[config.mk]
export PLATFORM = sky130hd
export DESIGN_NAME = user_obi_rr_arbiter
export DESIGN_NICKNAME = d
export VERILOG_FILES = /design/src/rtl/user_arb_pkg.sv /design/src/rtl/user_rr_picker.sv /design/src/rtl/user_obi_rr_arbiter.sv
export SDC_FILE = /design/constraint.sdc
export NUM_CORES = 1
export LEC_CHECK = 0
export CAP_MARGIN = 20
export CORE_AREA = 2 2 132 134
export CTS_CLUSTER_DIAMETER = 60
export DETAILED_ROUTE_END_ITERATION = 6
export DIE_AREA = 0 0 134 136
export PLACE_DENSITY = 0.54
export SLEW_MARGIN = 10
export SYNTH_ARGS = -nofsm -noshare
export SYNTH_HDL_FRONTEND = slang
export SYNTH_SLANG_ARGS = --single-unit
[constraint.sdc]
create_clock -name clk_i -period 3.3 [get_ports clk_i]
set_input_delay 0.66 -clock clk_i [delete_from_list [all_inputs] [get_ports clk_i]]
set_output_delay 0.66 -clock clk_i [all_outputs]
set_load 0.02 [all_outputs]
[src/rtl/user_arb_pkg.sv]
// ---------------------------------------------------------------------------
// user_arb_pkg
// Shared types and helpers for the user-domain OBI round-robin arbiter.
//   arb_state_e : arbiter FSM states (IDLE -> REQ -> WAIT -> IDLE)
//   MgrIdxW()   : width of a manager index, clog2(n) with a minimum of 1
// No ports (package).
// ---------------------------------------------------------------------------
package user_arb_pkg;

   typedef enum logic [1:0] {
      ARB_IDLE = 2'd0,
      ARB_REQ  = 2'd1,
      ARB_WAIT = 2'd2
   } arb_state_e;

   function automatic int MgrIdxW(input int n);
      return (n > 2) ? $clog2(n) : 1;
   endfunction

endpackage

[src/rtl/user_rr_picker.sv]
// ---------------------------------------------------------------------------
// user_rr_picker
// Combinational round-robin search: finds the first set bit of req at or
// after ptr, wrapping modulo NumMgr.
// Ports:
//   req   in   NumMgr  request vector
//   ptr   in   IdxW    index where the search starts (must be < NumMgr)
//   valid out  1       at least one request is set
//   idx   out  IdxW    index of the winning request (0 when valid=0)
// ---------------------------------------------------------------------------
module user_rr_picker
   import user_arb_pkg::*;
#(
   parameter int NumMgr = 2,
   parameter int IdxW   = MgrIdxW(NumMgr)
) (
   input  logic [NumMgr-1:0] req,
   input  logic [IdxW-1:0]   ptr,
   output logic              valid,
   output logic [IdxW-1:0]   idx
);

   // cand[gi] is the manager index visited gi steps after ptr.
   logic [IdxW-1:0]   cand [NumMgr];
   logic [NumMgr-1:0] hit;

   for (genvar gi = 0; gi < NumMgr; gi++) begin : g_cand
      logic [IdxW:0] sum;
      assign sum = {1'b0, ptr} + (IdxW+1)'(gi);
      // ptr < NumMgr and gi < NumMgr, so one subtraction is enough to wrap.
      assign cand[gi] = (sum >= (IdxW+1)'(NumMgr)) ? IdxW'(sum - (IdxW+1)'(NumMgr))
                                                   : sum[IdxW-1:0];
      assign hit[gi]  = req[cand[gi]];
   end

   // Walk from the farthest candidate back to ptr so the closest hit wins.
   always_comb begin
      valid = 1'b0;
      idx   = '0;
      for (int k = NumMgr - 1; k >= 0; k--) begin
         if (hit[k]) begin
            valid = 1'b1;
            idx   = cand[k];
         end
      end
   end

endmodule

[src/rtl/user_obi_rr_arbiter.sv]
// ---------------------------------------------------------------------------
// user_obi_rr_arbiter
// Round-robin arbiter sharing one single-outstanding OBI subordinate among
// NumMgr OBI managers. One winner is locked per transaction; its A channel is
// forwarded while in REQ and the R response is routed back to it in WAIT.
// OBI channels are carried as flattened vectors, manager gi occupying slice
// [gi*W +: W] of each mgr_* bus.
// Optional feature macro: USER_ARB_TIMEOUT_EN -- a response watchdog that
// returns an error response after TimeoutCyc cycles in WAIT.
// Ports:
//   clk_i        in   clock
//   rst_ni       in   synchronous active-low reset
//   mgr_req_i    in   per-manager req
//   mgr_addr_i   in   per-manager addr        (NumMgr x AddrWidth)
//   mgr_we_i     in   per-manager we
//   mgr_be_i     in   per-manager be          (NumMgr x DataWidth/8)
//   mgr_wdata_i  in   per-manager wdata       (NumMgr x DataWidth)
//   mgr_aid_i    in   per-manager aid         (NumMgr x IdWidth)
//   mgr_gnt_o    out  per-manager gnt
//   mgr_rvalid_o out  per-manager rvalid
//   mgr_rdata_o  out  per-manager rdata       (NumMgr x DataWidth)
//   mgr_err_o    out  per-manager err
//   mgr_rid_o    out  per-manager rid         (NumMgr x IdWidth)
//   sbr_req_o / sbr_addr_o / sbr_we_o / sbr_be_o / sbr_wdata_o / sbr_aid_o
//                out  A channel to the shared subordinate
//   sbr_gnt_i / sbr_rvalid_i / sbr_rdata_i / sbr_err_i / sbr_rid_i
//                in   response from the shared subordinate
// ---------------------------------------------------------------------------
module user_obi_rr_arbiter
   import user_arb_pkg::*;
#(
   parameter int NumMgr     = 2,
   parameter int AddrWidth  = 32,
   parameter int DataWidth  = 32,
   parameter int IdWidth    = 4,
   parameter int TimeoutCyc = 16
) (
   input  logic                            clk_i,
   input  logic                            rst_ni,
   input  logic [NumMgr-1:0]               mgr_req_i,
   input  logic [NumMgr*AddrWidth-1:0]     mgr_addr_i,
   input  logic [NumMgr-1:0]               mgr_we_i,
   input  logic [NumMgr*(DataWidth/8)-1:0] mgr_be_i,
   input  logic [NumMgr*DataWidth-1:0]     mgr_wdata_i,
   input  logic [NumMgr*IdWidth-1:0]       mgr_aid_i,
   output logic [NumMgr-1:0]               mgr_gnt_o,
   output logic [NumMgr-1:0]               mgr_rvalid_o,
   output logic [NumMgr*DataWidth-1:0]     mgr_rdata_o,
   output logic [NumMgr-1:0]               mgr_err_o,
   output logic [NumMgr*IdWidth-1:0]       mgr_rid_o,
   output logic                            sbr_req_o,
   output logic [AddrWidth-1:0]            sbr_addr_o,
   output logic                            sbr_we_o,
   output logic [DataWidth/8-1:0]          sbr_be_o,
   output logic [DataWidth-1:0]            sbr_wdata_o,
   output logic [IdWidth-1:0]              sbr_aid_o,
   input  logic                            sbr_gnt_i,
   input  logic                            sbr_rvalid_i,
   input  logic [DataWidth-1:0]            sbr_rdata_i,
   input  logic                            sbr_err_i,
   input  logic [IdWidth-1:0]              sbr_rid_i
);

   localparam int IdxW = MgrIdxW(NumMgr);
   localparam int BeW  = DataWidth / 8;

   arb_state_e      state;
   logic [IdxW-1:0] rr_ptr;
   logic [IdxW-1:0] sel_q;
   logic            pick_valid;
   logic [IdxW-1:0] pick_idx;
   logic            timeout_hit;

   // Per-manager views of the flattened A channel.
   logic [AddrWidth-1:0] addr_arr  [NumMgr];
   logic                 we_arr    [NumMgr];
   logic [BeW-1:0]       be_arr    [NumMgr];
   logic [DataWidth-1:0] wdata_arr [NumMgr];
   logic [IdWidth-1:0]   aid_arr   [NumMgr];

   for (genvar gi = 0; gi < NumMgr; gi++) begin : g_unpack
      assign addr_arr[gi]  = mgr_addr_i[gi*AddrWidth +: AddrWidth];
      assign we_arr[gi]    = mgr_we_i[gi];
      assign be_arr[gi]    = mgr_be_i[gi*BeW +: BeW];
      assign wdata_arr[gi] = mgr_wdata_i[gi*DataWidth +: DataWidth];
      assign aid_arr[gi]   = mgr_aid_i[gi*IdWidth +: IdWidth];
   end

   user_rr_picker #(
      .NumMgr (NumMgr),
      .IdxW   (IdxW)
   ) u_picker (
      .req    (mgr_req_i),
      .ptr    (rr_ptr),
      .valid  (pick_valid),
      .idx    (pick_idx)
   );

`ifdef USER_ARB_TIMEOUT_EN
   localparam int TimerW = (TimeoutCyc > 2) ? $clog2(TimeoutCyc) : 1;
   logic [TimerW-1:0]  timer;
   logic [IdWidth-1:0] aid_q;
   assign timeout_hit = (state == ARB_WAIT) && (timer == TimerW'(TimeoutCyc - 1));
`else
   logic unused_timeout_cfg;
   assign unused_timeout_cfg = TimeoutCyc[0];
   assign timeout_hit        = 1'b0;
`endif

   always_ff @(posedge clk_i) begin
      if (!rst_ni) begin
         state  <= ARB_IDLE;
         rr_ptr <= '0;
         sel_q  <= '0;
`ifdef USER_ARB_TIMEOUT_EN
         timer  <= '0;
         aid_q  <= '0;
`endif
      end else begin
         case (state)
            ARB_IDLE: begin
               if (pick_valid) begin
                  sel_q <= pick_idx;
                  state <= ARB_REQ;
               end
            end
            ARB_REQ: begin
               if (sbr_gnt_i) begin
                  rr_ptr <= (sel_q == IdxW'(NumMgr - 1)) ? '0 : sel_q + IdxW'(1);
                  state  <= ARB_WAIT;
`ifdef USER_ARB_TIMEOUT_EN
                  timer  <= '0;
                  aid_q  <= aid_arr[sel_q];
`endif
               end
            end
            ARB_WAIT: begin
`ifdef USER_ARB_TIMEOUT_EN
               timer <= timer + TimerW'(1);
`endif
               if (sbr_rvalid_i || timeout_hit) begin
                  state <= ARB_IDLE;
               end
            end
            default: state <= ARB_IDLE;
         endcase
      end
   end

   // A channel is only driven while a transaction is locked in REQ, so the
   // subordinate sees zeros otherwise (including during and after reset).
   always_comb begin
      sbr_req_o   = 1'b0;
      sbr_addr_o  = '0;
      sbr_we_o    = 1'b0;
      sbr_be_o    = '0;
      sbr_wdata_o = '0;
      sbr_aid_o   = '0;
      if (state == ARB_REQ) begin
         sbr_req_o   = 1'b1;
         sbr_addr_o  = addr_arr[sel_q];
         sbr_we_o    = we_arr[sel_q];
         sbr_be_o    = be_arr[sel_q];
         sbr_wdata_o = wdata_arr[sel_q];
         sbr_aid_o   = aid_arr[sel_q];
      end
   end

   // Response source: the real subordinate response wins over a watchdog
   // error when both fall in the same cycle.
   logic                 rsp_fire;
   logic [DataWidth-1:0] rsp_rdata;
   logic                 rsp_err;
   logic [IdWidth-1:0]   rsp_rid;

   always_comb begin
      rsp_fire  = 1'b0;
      rsp_rdata = '0;
      rsp_err   = 1'b0;
      rsp_rid   = '0;
      if (state == ARB_WAIT) begin
         if (sbr_rvalid_i) begin
            rsp_fire  = 1'b1;
            rsp_rdata = sbr_rdata_i;
            rsp_err   = sbr_err_i;
            rsp_rid   = sbr_rid_i;
         end
`ifdef USER_ARB_TIMEOUT_EN
         else if (timeout_hit) begin
            rsp_fire = 1'b1;
            rsp_err  = 1'b1;
            rsp_rid  = aid_q;
         end
`endif
      end
   end

   for (genvar gi = 0; gi < NumMgr; gi++) begin : g_route
      logic mine;
      logic fire;
      assign mine = (sel_q == IdxW'(gi));
      assign fire = rsp_fire && mine;
      assign mgr_gnt_o[gi]                          = (state == ARB_REQ) && mine && sbr_gnt_i;
      assign mgr_rvalid_o[gi]                       = fire;
      assign mgr_rdata_o[gi*DataWidth +: DataWidth] = fire ? rsp_rdata : '0;
      assign mgr_err_o[gi]                          = fire && rsp_err;
      assign mgr_rid_o[gi*IdWidth +: IdWidth]       = fire ? rsp_rid : '0;
   end

endmodule
After elaboration in Yosys (flattened, before gate mapping)
Index checks and enable logic that the tools add are counted.
Storage, ports and cells
  output and inout port bits: 152
  logic and storage cells: 79
  bits of input ports: 189
  bits in registers: 4
Cells by class
  multiplexer cells: 48
  add/sub/neg operators: 4
  $lt $le $gt $ge: 5
  reductions and logical operators: 12
  eq/ne operators: 5
  bitwise logic cells: 2
Operators with widths (count)
  32-bit two-way mux: 12
  4-bit two-way mux: 12
  1-bit two-way mux: 20
  1-bit logical AND: 8
  2-bit two-way mux: 3
  2-bit inequality test (second input constant): 3
  2-bit case mux with 3 select lines: 1
  2-bit >= comparator (second input constant): 2
  1-bit by 2-bit less-than comparator with 1-bit output (second input constant): 2
  2-bit AND reduction: 2
  3-bit AND reduction: 1
  1-bit by 1-bit adder with 2-bit output (second input constant): 1
  2-bit by 1-bit equality test with 1-bit output (second input constant): 1
  2-bit equality test (second input constant): 1
  1-bit by 2-bit >= comparator with 1-bit output (second input constant): 1
  2-bit logical NOT: 1
  1-bit NOT with 2-bit output: 1
  1-bit subtractor (second input constant): 2
  1-bit adder (second input constant): 1
  1-bit NOT: 1

Depth between registers and ports, before layout
Gate-level depths: netlist of run 1.
  depth after elaboration: 9
  depth in mapped cells: 5
  depth with buffers taken out: 2

Cells and area by module
Synthesis of run 1 repeated with hierarchy kept, for this count alone.
Second synthesis, totals
  cells, all modules: 273
  area total of the unflattened synthesis: 1871.8 sq um
Modules (own cells, without submodules)
  user_obi_rr_arbiter: instances 1, cells an instance 270, sequential area each 80.1 sq um, area an instance 1854.3 sq um
  user_rr_picker: instances 1, cells an instance 3, sequential area each 0.0 sq um, area an instance 17.5 sq um

Worst setup path after synthesis of run 1
Ideal clock, no wire load.
  path type: input-to-output
  start: input port sbr_rvalid_i
  end: output port mgr_rdata_o[10]
  arrival: 1.435 ns
  cell stages on the path: 4
  required time: 2.640 ns
  buffers on the path: 2
  slack: 1.205 ns
  cells stage by stage: nor4bb_4 -> buf_4 -> buf_6 -> and2_1
Between the ends
  word-level cells in the longest chain between the ends: 4
RTL lines
  start, declared: line user_obi_rr_arbiter.sv:58  | input logic sbr_rvalid_i,
  1-bit two-way mux: line user_obi_rr_arbiter.sv:182  | if (sbr_rvalid_i) begin
  1-bit two-way mux: line user_obi_rr_arbiter.sv:181  | if (state == ARB_WAIT) begin
  1-bit logical AND: line user_obi_rr_arbiter.sv:202  | assign fire = rsp_fire && mine;
  32-bit two-way mux (*): line user_obi_rr_arbiter.sv:205  | assign mgr_rdata_o[gi*DataWidth +: DataWidth] = fire ? rsp_rdata : '0;
  end, declared: line user_obi_rr_arbiter.sv:48  | output logic [NumMgr*DataWidth-1:0] mgr_rdata_o,
Every way passes the cells marked *; elsewhere a longest branch is shown, timed or not.

Worst setup path in the final report of run 1
  start: input port sbr_rvalid_i
  end: output port mgr_rdata_o[2]
Same word-level chain as after synthesis.

==> results of run 1 <==
## worst max-delay path: stages
cell	delay, ns
sky130_fd_sc_hd__clkdlybuf4s50_1	0.51
sky130_fd_sc_hd__nor4bb_4	0.35
sky130_fd_sc_hd__buf_12	0.21
sky130_fd_sc_hd__and2_1	0.15
sky130_fd_sc_hd__clkdlybuf4s50_1	0.60
## Yosys cell counts
master                      count  area, um^2
sky130_fd_sc_hd__and3b_1        1       8.760
sky130_fd_sc_hd__o22ai_1        1       6.260
sky130_fd_sc_hd__nand2b_1       1       6.260
sky130_fd_sc_hd__buf_2         15       75.07
sky130_fd_sc_hd__and4b_1        1       10.01
sky130_fd_sc_hd__nand4bb_1      1       11.26
sky130_fd_sc_hd__o21a_1         1       7.510
sky130_fd_sc_hd__clkbuf_1       2       7.510
sky130_fd_sc_hd__a2111oi_0      1       8.760
sky130_fd_sc_hd__nor2_1        74       277.8
sky130_fd_sc_hd__o221a_2        1       11.26
sky130_fd_sc_hd__nor3b_1        2       15.01
sky130_fd_sc_hd__and2_1        74       462.9
sky130_fd_sc_hd__nor2b_1        2       12.51
sky130_fd_sc_hd__buf_6          2       22.52
sky130_fd_sc_hd__nor3_1         1       5.000
sky130_fd_sc_hd__buf_4          9       67.56
sky130_fd_sc_hd__nor4bb_4       1       25.02
sky130_fd_sc_hd__mux2i_1       73       730.7
sky130_fd_sc_hd__dfxtp_1        4       80.08
sky130_fd_sc_hd__inv_1          2       7.510
sky130_fd_sc_hd__nand2_1        2       7.510
## power by group through the flow
stage	combinational, mW	sequential [mW]	clock (mW)
floorplan	0.302	0.0547	0
global placement	0.706	0.0727	0
detailed placement	0.709	0.0736	0
CTS	0.712	0.0730	0.199
global route	0.749	0.0746	0.206
finish	0.701	0.0717	0.197
## sequential cells by signal, summed over array words and instances (netlist names)
name          count
rr_ptr            1
g_route.mine      1
state             2
## worst paths after layout
path                                                endpoint  cells past startpoint
worst min register to register  g_route[1].mine$_SDFFE_PN0P_                      2
worst max register to register           rr_ptr$_SDFFE_PN0P_                      3
worst min-delay path            g_route[1].mine$_SDFFE_PN0P_                      2
worst max-delay path                          mgr_rdata_o[2]                      5
## per-layer routing
| layer | GRT usage [%] | vias up | part of all wire (%) |
|---|---|---|---|
| li1 | - | 1530 | - |
| met1 | 11.39 | 1344 | 34 |
| met2 | 21.97 | 202 | 54 |
| met3 | 3.617 | 6 | 11 |
| met4 | 1.418 | 2 | 0.53 |
| met5 | 0 | - | 0.12 |
## kinds of logic (layout without fill, tap and decap cells)
family                 after synthesis  count (layout)
muxes                               73              73
DFF                                  4               4
buffers and inverters               30             353
and+or+nand+nor                    160             160
AOI/OAI and AO/OA                    4               4
## through the flow
step / std cells / power [mW]
after detailed placement: 815 / 0.7823
after global routing: 819 / 1.030
after floorplan: 271 / 0.3565
after global placement: 815 / 0.7787
final: 819 / 0.9693
after CTS: 819 / 0.9843
## cells in the final DEF, fill, tap and decap left out, types with 2 or more instances in the layout
master                            count
sky130_fd_sc_hd__inv_1                2
sky130_fd_sc_hd__mux2i_1             73
sky130_fd_sc_hd__nor3b_1              2
sky130_fd_sc_hd__buf_12               3
sky130_fd_sc_hd__nor2b_1              2
sky130_fd_sc_hd__nor2_1              74
sky130_fd_sc_hd__clkdlybuf4s50_1    340
sky130_fd_sc_hd__nand2_1              2
sky130_fd_sc_hd__clkbuf_16            3
sky130_fd_sc_hd__dfxtp_1              3
sky130_fd_sc_hd__buf_4                4
sky130_fd_sc_hd__and2_1              74
## area by class of cell
| class | count | area (um^2) | area share (%) |
|---|---|---|---|
| Clock buffer | 4 | 78.83 | 1.419 |
| Inverter | 2 | 7.507 | 0.1352 |
| Multi-Input combinational cell | 237 | 1609 | 28.97 |
| Sequential cell | 4 | 83.83 | 1.509 |
| Tap cell | 225 | 281.5 | 5.069 |
| Timing Repair Buffer | 347 | 3493 | 62.90 |
==> results.md, run 1 <==
- The flow ran to the end, and the final reports show no timing, DRC or antenna violations.
- The via density per instance is 3.766.
- The worst-case clock skew is 0.004824 ns.
- The portion of the post-synthesis area used by sequential elements is 4.290%.
- The worst slack after detailed placement is 0.1324 ns.
- Entering global routing, the biggest net connects 60 pins.
- The timing-limited maximum frequency is 316.8 MHz.
- The floorplan step set the die height to 136 um.
- Yosys printed 0 warnings.
- For this configuration, the core starts out at a cell density of 11.06%.
- At the pin with the least slew margin, the transition time is 0.6201 ns.
- In this run the count of I/O pins placed on the die edge is 341.
- The detailed-placement wirelength estimate is 9527 um.
- The synthesized cell area is 0.001867 mm^2.
- The adder-cell share of the synthesized area is 0%.
- The analysis attributes to cell leakage a power of 1.985 nW.
- The synthesized design contains 4 register bits.
- In this run the post-CTS setup repair buffer count came out at 0.
- STA classifies the critical path endpoint as an output port.
- The critical path is of the in -> out type.
- Adding up every negative setup slack in the final design gives 0 ns.
- Tracing the worst setup path back leads to its startpoint at sbr_rvalid_i.
- After routing the design area is 0.005554 mm^2.
- Global routing finished with a remaining overflow of 0.
- The routed wire length is 11050 um.
- Across all setup checks in the final design, the least slack found is 0.1433 ns.
- The worst pin sits at a relative slew slack of 58.66%.
- In this run the mean area of a mapped cell was 6.889 um^2.
- The total number of vias is 3084.
- The die span in x is 134 um.
- The first-pass iteration count of the detailed router is 4.
- The count of cells resized by post-cts repair is 0.
- The core area is 0.01688 mm^2.
- The worst-case register-to-register setup slack is 1.86 ns.
- The worst IR drop on VDD is 138.0 uV.
- The maximum level of the CTS H-tree is 1.
- Of all nets on the critical path, the largest fanout is 38.
- Setup violations remaining at the end of the flow were counted as 0.
- The number of maximum-capacitance violations is 0.
- The switching power is 337.9 uW.
- The die footprint is 0.01822 mm^2.
- Combinational logic is responsible for 72.3% of the overall power.
- The all-layer global routing usage is 11.02%.
- The synthesized-area fraction occupied by ao, oa, aoi and oai cells is 1.810%.
- The simple-gate share of the synthesized area is 45.11%.
- The tightest min-delay check is of the reg -> reg type.
- The via count of the first global-routing pass came to 3050.
- The congestion estimate from routability-driven global placement came to 0.7844.
- The clock latency on the worst-skew pair is 0.23 ns.
- The number of nets with antenna violations after detailed routing is 0.
- The count of hold-fix buffers inserted at cts is 0.
- Clock tree synthesis selected as its root buffer the cell sky130_fd_sc_hd__clkbuf_16.
- For this design the ratio of total power to cell area is 174.5 mW/mm^2.
- The arrival time reported for the critical path endpoint is 2.50 ns.
- When the netlist entered floorplanning its net count stood at 460.
- The final count of pins violating max slew was 0.
- The required time of the critical path is 2.64 ns.
- The row count is 48.
- Setup repair after global routing left no endpoint under its margin.
- The count of endpoints failing hold in the final timing report was 0.
- The source of the worst hold timing path is rr_ptr$_SDFFE_PN0P_.
- The repair_antennas step left the layout with diodes totalling 0.
- The proportion of power drawn by the clock network is 20.3%.
- The clock tree from TritonCTS is done.
- In this run, distinct cell masters in the synthesized netlist total 22.
- The startpoint type of the worst setup path is an input pin.
- The number of antenna violations at the first check in global routing was 1.
- The violation count after the first detailed-routing iteration is 41.
- The clock edge transition at the registers on the reported setup and hold paths is 0.03 ns.
- The net count of the finished layout is 784.
- At the end of the flow the core is filled with cells to 32.91%.
- Input and output buffers added on the ports amount to 340.
- The net switching share of the total power is 34.86%.
- Per report_power, the sequential group accounts for 7.4% of the total.
- The first global-routing pass estimated 16170 um of wire.
- By area, the combinational part of the netlist is dominated by simple AND/OR/NAND/NOR gates.
- The routed design could run at a clock period as short as 3.157 ns.
- The number of sinks driven by the clock tree is 4.
- TritonCTS created 3 clock buffers.
- The number of filler cells placed in the layout is 1752.
- The post-route fraction of the period consumed by the critical path is 95.66%.
- The internal power of the cells totals 631.3 uW.
- The total placed instance area is 0.005475 mm^2.
- The longest clock path from root to sink contains 2 buffers.
- The post-route worst hold slack is 0.5228 ns.
- The gate count of the mapped netlist is 271.
- In the final routed layout, each cell accounts on average for 13.49 um.
- After Yosys synthesis, XOR and XNOR cells account for 0% of the synthesized area.
- In the final layout, the share of cells above drive strength 1 is 2.357%.
- After detailed routing, the number of remaining DRC violations is 0.
- From synthesis to final layout, the design area changed by 197.5%.
- The multiplexer area fraction after synthesis is 39.14%.
- The beginning of the worst register-to-register path is state[1]$_SDFFE_PN0P_.
(Power assumes the default switching activity.)
==> inputs of run 2 (changes only) <==
--- a/config.mk
+++ b/config.mk
@@ -6,11 +6,11 @@
 export NUM_CORES = 1
 export LEC_CHECK = 0
 export CAP_MARGIN = 20
-export CORE_AREA = 2 2 132 134
+export CORE_AREA = 2 2 134 136
 export CTS_CLUSTER_DIAMETER = 60
 export DETAILED_ROUTE_END_ITERATION = 6
-export DIE_AREA = 0 0 134 136
-export PLACE_DENSITY = 0.54
+export DIE_AREA = 0 0 136 138
+export PLACE_DENSITY = 0.52
 export SLEW_MARGIN = 10
 export SYNTH_ARGS = -nofsm -noshare
 export SYNTH_HDL_FRONTEND = slang
==> constraint.sdc (replaced) <==
create_clock -name clk_i -period 3.5 [get_ports clk_i]
set_input_delay 0.7 -clock clk_i [delete_from_list [all_inputs] [get_ports clk_i]]
set_output_delay 0.7 -clock clk_i [all_outputs]
set_load 0.02 [all_outputs]
==> results.md, run 2 (synthesis gave the netlist of run 1 again) <==
- The post-route worst hold slack was 0.5194 ns (-0.003416 ns).
- The number of diodes added for antenna fixing came to 0 (unchanged).
- The power density over the cells came to 164.6 mW/mm^2 (-5.7%).
- The final net count came to 784 (unchanged).
- The violation count after the first detailed-routing iteration came to 47 (+15%).
- The final count of pins violating max slew is 0 (unchanged).
- The maximum level of the CTS H-tree is 1 (unchanged).
- The final period demand of the worst path is 3.222 ns.
- The startpoint type of the worst setup path is an input pin.
- The first-pass iteration count of the detailed router came to 4 (unchanged).
- The clock latency on the worst-skew pair was 0.23 ns (about the same).
- The total number of vias is 3102 (+0.58%).
- The startpoint identified for the worst register-to-register timing path is state[0]$_SDFFE_PN0P_.
- The core area is 0.01753 mm^2 (+3.9%).
- The detailed-route wire length per cell is 13.26 um (-1.7%).
- The count of endpoints failing hold in the final timing report is 0 (unchanged).
- The max-slew headroom at the worst pin was 72.10% (+13 points).
- The number of nets with antenna violations after detailed routing is 0 (unchanged).
- The all-layer global routing usage is 10.43% (-0.59 points).
- The worst IR drop on VDD is 105.1 uV (-24%).
- The maximum number of pins on one net before global-route repair is 39 (-35%).
- The layout-stage area growth over the synthesis result came to 197.8% (about the same).
- The clock edge transition at the registers on the reported setup and hold paths is 0.03 ns (about the same).
- STA classifies the critical path endpoint as an output port.
- The number of cells traversed by the worst hold path is 2 (unchanged).
- The buffer type at the clock tree root is sky130_fd_sc_hd__clkbuf_16.
- The y dimension of the die is 138 um (+1.5%).
- The total congestion overflow came to 0 (unchanged).
- The weighted congestion reported at the end of routability-driven placement came to 0.7257 (-7.5%).
- The largest register by flop count is state.
- The worst register-to-register path ends at rr_ptr$_SDFFE_PN0P_.
- The wire length of the first global-routing pass was 15880 um (-1.8%).
- Leaving out fill and tap cells, the most frequent cells in the layout are sky130_fd_sc_hd__clkdlybuf4s50_1, sky130_fd_sc_hd__nor2_1, sky130_fd_sc_hd__and2_1.
- The most common cell after layout, fill and taps aside is sky130_fd_sc_hd__clkdlybuf4s50_1.
- The cell count of the worst reg-to-reg path was 2 (-1).
- The worst-case clock skew is 0.003462 ns (-0.001363 ns).
- The post-detailed-route DRC marker count is 0 (unchanged).
- The accumulated negative setup slack is 0 ns (unchanged).
- The required time of the critical path came to 2.80 ns (+0.16 ns).
- The die footprint was 0.01877 mm^2 (+3.0%).
- The row count is 49 (+2.1%).
- The most critical setup path has its startpoint at sbr_rvalid_i.
- The number of endpoints failing setup at the final stage is 0 (unchanged).
- The arrival time reported for the critical path endpoint came to 2.52 ns (+0.02 ns).
- The number of antenna violations at the first check in global routing is 0 (-1).
- The number of flip-flops under the largest register name is 2 (unchanged).
- The routed wire length is 10910 um (-1.2%).
- The count of hold-fix buffers inserted at cts is 0 (unchanged).
- The post-CTS repair timing setup buffer count came to 0 (unchanged).
- Setup repair after global routing left no endpoint under its margin.
- The detailed-placement wirelength estimate is 9490 um (-0.39%).
- The flow ran to the end, and the final reports show no timing, DRC or antenna violations.
- The post-route fraction of the period consumed by the critical path is 92.07%.
- The via density per instance came to 3.769 (about the same).
- TritonCTS built the clock tree.
- The critical path is of the in -> out type.
- The count of cells resized by post-cts repair came to 0 (unchanged).
- The clock buffer count from CTS is 3 (unchanged).
- The count of input and output buffers is 340 (unchanged).
- The static leakage is 1.984 nW (about the same).
- The number of maximum-capacitance violations was 0 (unchanged).
- The critical path ends at mgr_rdata_o[3].
- The count of pins on the block boundary is 341 (unchanged).
- The worst-case register-to-register setup slack is 2.29 ns (+0.43 ns).
- The maximum number of buffers from clock root to sink is 2 (unchanged).
- The maximum fanout along the worst path is 38 (unchanged).
- The share of post-route cells with drive strength above 1 is 2.357% (unchanged).
- The number of sinks driven by the clock tree came to 4 (unchanged).
- The worst hold path belongs to the class reg -> reg.
- The die span in x is 136 um (+1.5%).
- The transition time at the pin with the least slew margin came to 0.4185 ns (-0.2016 ns).
- The timing-limited maximum frequency is 310.3 MHz.
- The via count of the first global-routing pass is 3132 (+2.7%).
- The initial standard-cell utilization of the core is 10.65% (-0.42 points).
run 2: worst min path at each step:
stage	endpoint	startpoint
2_1_floorplan	g_route[1].mine$_SDFFE_PN0P_	rr_ptr$_SDFFE_PN0P_
4_1_cts	g_route[1].mine$_SDFFE_PN0P_	rr_ptr$_SDFFE_PN0P_
3_3_place_gp	g_route[1].mine$_SDFFE_PN0P_	rr_ptr$_SDFFE_PN0P_
3_5_place_dp	rr_ptr$_SDFFE_PN0P_	rr_ptr$_SDFFE_PN0P_
5_1_grt	rr_ptr$_SDFFE_PN0P_	rr_ptr$_SDFFE_PN0P_
6_report	g_route[1].mine$_SDFFE_PN0P_	rr_ptr$_SDFFE_PN0P_
run 2: power breakdown:
| group | switching (mW) | leakage [nW] | internal (mW) |
|---|---|---|---|
| Sequential | 0.0155 | 0.0337 | 0.0497 |
| Clock | 0.0349 | 0.0382 | 0.151 |
| Combinational | 0.269 | 1.91 | 0.395 |
| Total | 0.319 | 1.98 | 0.596 |
run 2: worst max-delay path: stages:
cell and delay [ns]:
sky130_fd_sc_hd__clkdlybuf4s50_1 0.50, sky130_fd_sc_hd__nor4bb_4 0.34, sky130_fd_sc_hd__buf_12 0.21, sky130_fd_sc_hd__and2_1 0.15
sky130_fd_sc_hd__clkdlybuf4s50_1 0.60
run 2: per-stage QoR:
stage	cell area, um^2	total power, mW	setup slack [ns]	instances	util (%)
finish	5559	0.9148	0.2777	823	31.70
global placement	5480	0.7336	0.2981	819	31.25
CTS	5559	0.9304	0.2800	823	31.70
floorplan	1867	0.3361	1.325	271	-
global route	5559	0.9681	0.2212	823	31.70
detailed placement	5480	0.7397	0.2800	819	31.25
run 2: cell type report:
class,instances,area [um^2]
flip-flops and latches,4,83.83
multi-input cells,237,1609
well taps,229,286.5
fillers,1861,11980
repair buffers,347,3493
clock buffers,4,78.83
inverters,2,7.507
run 2: layer usage:
layer	vias up	track usage [%]	wire length, um
met5	-	0	0
met4	0	2.303	125
met3	11	2.787	1313
met2	215	20.58	5661
met1	1350	10.70	3814
li1	1526	-	-
